==> config.mk <==
export PLATFORM = sky130hd
export DESIGN_NAME = somador_paridade
export DESIGN_NICKNAME = d
export VERILOG_FILES = /design/src/rtl/somador_paridade.sv
export SDC_FILE = /design/constraint.sdc
export NUM_CORES = 1
export LEC_CHECK = 0
export BUFFER_PORTS_ARGS = -buffer_cell sky130_fd_sc_hd__buf_4
export CAP_MARGIN = 10
export CORE_AREA = 2 2 81 44
export DETAILED_ROUTE_END_ITERATION = 7
export DIE_AREA = 0 0 83 46
export PLACE_DENSITY = 0.84
export SYNTH_ARGS = -nofsm -noshare
export SYNTH_HDL_FRONTEND = slang
export SYNTH_SLANG_ARGS = --single-unit
==> constraint.sdc <==
create_clock -name clk -period 2.6 [get_ports clk]
set_clock_uncertainty 0.15 [all_clocks]
set_input_delay 0.78 -clock clk [delete_from_list [all_inputs] [get_ports clk]]
set_output_delay 0.78 -clock clk [all_outputs]
set_load 0.03 [all_outputs]
==> src/rtl/somador_paridade.sv <==
// somador_paridade: six-operand 4-bit adder with parity flag.
// Two-stage pipeline: pair sums, then total sum and parity.
module somador_paridade (
  input  logic       clk,
  input  logic       rst_n,
  input  logic       in_valid,
  input  logic [3:0] m0,
  input  logic [3:0] m1,
  input  logic [3:0] m2,
  input  logic [3:0] m3,
  input  logic [3:0] m4,
  input  logic [3:0] m5,
  output logic [6:0] soma,
  output logic       p_ou_i,
  output logic       out_valid
);

  logic [4:0] s01;
  logic [4:0] s23;
  logic [4:0] s45;
  logic       v1;
  logic [6:0] total;

  assign total = {2'b00, s01}
               + {2'b00, s23}
               + {2'b00, s45};

  // stage 1: pair sums, captured only on qualified cycles
  always_ff @(posedge clk or negedge rst_n) begin
    if (!rst_n) begin
      v1  <= 1'b0;
      s01 <= '0;
      s23 <= '0;
      s45 <= '0;
    end else begin
      v1 <= in_valid;
      if (in_valid) begin
        s01 <= {1'b0, m0} + {1'b0, m1};
        s23 <= {1'b0, m2} + {1'b0, m3};
        s45 <= {1'b0, m4} + {1'b0, m5};
      end
    end
  end

  // stage 2: full sum, parity from the full sum, valid strobe
  always_ff @(posedge clk or negedge rst_n) begin
    if (!rst_n) begin
      out_valid <= 1'b0;
      soma      <= '0;
      p_ou_i    <= 1'b0;
    end else begin
      out_valid <= v1;
      if (v1) begin
        soma   <= total;
        p_ou_i <= total[0];
      end
    end
  end

endmodule

# After elaboration in Yosys (flattened, before gate mapping)
# Cells that the tools add are included.
# op_classes
add_sub_neg	5
# ops
op	n
adder 4 x 4 -> 5 bit	3
adder 6 x 5 -> 7 bit	1
adder 5 x 5 -> 6 bit	1
# word_totals
reg_bits	25
in_bits	27
out_inout_bits	9

# Longest topological paths before layout
# depth
word_depth	2
mapped_depth	9

# Worst setup path after synthesis
# Ideal clock, no wire load.
# synth_timing
kind	reg-to-reg
startpoint	register s01[1]
endpoint	register soma[3]
setup_ps	125
arrival_ps	1889
path_slack_ps	436
path_stages_with_launch	7
path_buffers	0
synth_period_minus_slack_ps	2164
path_cell_list	dfrtp_1 -> fa_1 -> ha_1 -> inv_1 -> fa_1 -> xnor2_1 -> mux2_2
# synth_via
elab_chain_cells	2
# synth_rtl
element	line	source
start: declaration	18	logic [4:0] s01;
start signal: assignment	38	s01 <= {1'b0, m0} + {1'b0, m1};
adder 5 x 5 -> 6 bit	25	+ {2'b00, s23}
adder 6 x 5 -> 7 bit	26	+ {2'b00, s45};
end signal: assignment	54	soma <= total;
end: declaration	13	output logic [6:0] soma,
# No other way between the ends.
# A chain may end at the register's enable or synchronous reset.

# Worst setup path after layout
# layout_timing
startpoint	register s01[1]
endpoint	register soma[5]
# The elaborated chain is that of the path after synthesis.

==> results.yml <==
status:
  status: "finished clean"
global_route:
  overflow: 0
  track_usage: 0.202
  grt_pass1_wl_um: 5760
  grt_max_degree: 38
  grt_pass1_vias: 1221
  antenna_found_initial: 0
yosys:
  yosys_warnings: 0
  ys_seq_area_frac: 0.383
  yosysTopAreaCell: "dfrtp_1"
  yosysTopAreaCellShare: 0.383
  syn-num-nets: 195
  syn-cell-area_sq_um: 1570
  syn_area_per_cell_sq_um: 11.0
  yosys_register_bits: 24
  ys_types: 31
  syn_inst: 143
  synth_area_leaders: "dfrtp_1 38%, ha_1 13%, fa_1 11%, a21oi_1 4.1%, inv_1 2.4%"
detailed_routing:
  drc: 0
  drtPass1Iterations: 4
  drt_iter0_markers: 97
  ant_nets: 0
  wl_per_cell_um: 16.1
  vias_per_cell: 5.29
  routed_wl_um: 3520
  vias: 1154
power:
  clkPwrFrac: 0.175
  peakVddDrop_v: 0.000524
  intPower_uw: 907
  comb_power_share: 0.469
  power_leakage_uw: 0.000900
  p_sw_frac: 0.387
  power_density_nw_per_um2: 782
  power.switching_uw: 572
  seqPwrFrac: 0.356
critical_path:
  cp_max_fo: 3
  rrSetupSlack_ns: 0.24
  criticalPathCategory: "flip-flop to flip-flop"
  worstSetupEndpointType: "flip-flop"
  cp.required_ns: 2.59
  worst_setup_path_start_kind: "flip-flop"
  crit_arrival_ns: 2.35
cts:
  clockBufferDepth: 2
  clock_latency_ns: 0.27
  path_clk_slew_ns: 0.09
  cts.sinks: 24
  holdBufCountCts: 0
  postCtsSetupBuffers: 0
  cts_tree: "done"
  htree_levels: 1
  cts_resized: 0
  numCtsBuffers: 3
  cts-root-buf: "clkbuf_8"
timing:
  slew_violations: 0
  worst_slew_pin_slew_ns: 0.350
  period_needed_ns: 2.36
  slew_headroom: 0.767
  setup_viol_count_final: 0
  hold_viol_final: 0
  post-route-period-util: 0.909
  rsz0062_at_grt: "false"
  setup-tns-final_ns: 0
  max_freq_mhz: 423
floorplanning:
  die_h_um: 46
  die_area_sq_um: 3820
  start_util: 0.489
  rows: 15
  io_pins: 36
  die_w_um: 83
  coreArea_sq_um: 3210
finish:
  area_delta_synth_final_pct: 20.7
  final_nets: 229
  drive_above_1_share: 0.233
  stdcell_area_sq_um: 1890
  antenna_cells: 0
  nFillCells: 275
place:
  gp_congestion: 0.793
  place_area_sq_um: 1840
  hpwl_um: 2770
  port_buffers: 35
flow_run:
  max-cap-violations: 0
hold_path:
  hp-class: "primary input to asynchronous set/reset pin"
[layer usage]
metal  vias to the layer above  global-route usage  routed length [um]
li1                        572                   -                   -
met1                       549               0.265                1670
met2                        30               0.353                1670
met3                         3              0.0598                 174
met4                         0              0.0230                   8
met5                         -                   0                   0
[worst max-delay path, cell delays in order (launching register included)]
cell	delay, ns
dfrtp_1	0.41
fa_1	0.55
ha_1	0.21
inv_1	0.07
fa_1	0.42
nor2b_1	0.19
or3_1	0.13
nand4_1	0.10
[power by group through the flow]
stage / registers (uW) / clock network (uW) / logic (uW)
finish: 527 / 258 / 694
global route: 539 / 284 / 770
CTS: 527 / 265 / 699
detailed placement: 533 / 0 / 694
global placement: 529 / 0 / 660
floorplan: 621 / 0 / 377
[flip-flops by register name (all words and copies together) (netlist names)]
signal     count
v1             1
s45            5
s23            5
out_valid      1
soma           7
s01            5
[worst paths after layout]
check                             start  endpoint  cells after the start
worst min register to register  soma[4]   soma[4]                      2
min in group clk                soma[4]   soma[4]                      2
worst max register to register   s01[1]   soma[5]                      7
max in group asynchronous         rst_n        v1                      1
worst min-delay path              rst_n    s01[0]                      1
worst max-delay path             s01[1]   soma[5]                      7
[stage by stage]
step	hold WS [ns]	worst slack [ns]	power, uW	utilization	std cells
2_1_floorplan	0.205	0.436	999	-	143
3_3_place_gp	0.326	0.332	1190	0.573	214
3_5_place_dp	0.321	0.260	1230	0.573	214
4_1_cts	0.252	0.234	1490	0.590	218
5_1_grt	0.251	0.149	1590	0.590	218
6_report	0.239	0.238	1480	0.590	218
[area by class of cell]
type | instances | area, sq um | area share
clock buffers | 4 | 55.1 | 0.0291
inverters | 10 | 37.5 | 0.0198
multi-input cells | 103 | 885 | 0.467
flip-flops and latches | 24 | 601 | 0.317
well taps | 42 | 52.6 | 0.0278
repair buffers | 35 | 263 | 0.139
[Yosys cell counts]
cell	number
a21o_1	4
nand4b_1	3
inv_1	10
buf_4	2
mux2_1	3
dfrtp_1	24
a311oi_1	3
nor2b_1	4
o31ai_1	1
o211ai_1	3
nor2_1	10
nand3b_1	3
mux2_2	2
clkbuf_1	1
xnor2_1	4
nor4bb_1	2
a211oi_1	2
a21oi_1	13
a31oi_1	1
ha_1	16
fa_1	9
and3b_1	2
o31a_1	1
o21ai_0	6
nand3_1	1
buf_2	1
o2111ai_1	1
nand2_1	7
buf_6	2
or3_1	1
nand4_1	1
[placed cells by master, fill, tap and decap left out]
| cell | synthesis | layout |
|---|---|---|
| buf_4 | 2 | 35 |
| dfrtp_1 | 24 | 24 |
| ha_1 | 16 | 16 |
| a21oi_1 | 13 | 13 |
| inv_1 | 10 | 10 |
| nor2_1 | 10 | 10 |
| fa_1 | 9 | 9 |
| nand2_1 | 7 | 7 |
| o21ai_0 | 6 | 6 |
| nor2b_1 | 4 | 4 |
| xnor2_1 | 4 | 4 |
| a21o_1 | 4 | 4 |
| clkbuf_8 | 0 | 4 |
| mux2_1 | 3 | 3 |
| nand3b_1 | 3 | 3 |
| nand4b_1 | 3 | 3 |
| a311oi_1 | 3 | 3 |
| o211ai_1 | 3 | 3 |
| and3b_1 | 2 | 2 |
| nor4bb_1 | 2 | 2 |
| a211oi_1 | 2 | 2 |
| mux2_2 | 2 | 2 |
| o2111ai_1 | 1 | 1 |
| or3_1 | 1 | 1 |
| a31oi_1 | 1 | 1 |
| nand4_1 | 1 | 1 |
| o31ai_1 | 1 | 1 |
| nand3_1 | 1 | 1 |
| o31a_1 | 1 | 1 |
[kinds of logic (layout without fill, tap and decap cells)]
group / after synthesis / after routing / synth area share
compound gates: 35 / 35 / 0.140
fa+ha+maj: 25 / 25 / 0.242
simple gates: 34 / 34 / 0.123
mux: 5 / 5 / 0.0359
xor+xnor: 4 / 4 / 0.0223
flops: 24 / 24 / 0.383
buf+inv: 16 / 49 / 0.0534
Note: power is estimated with default switching activity, not from simulation.
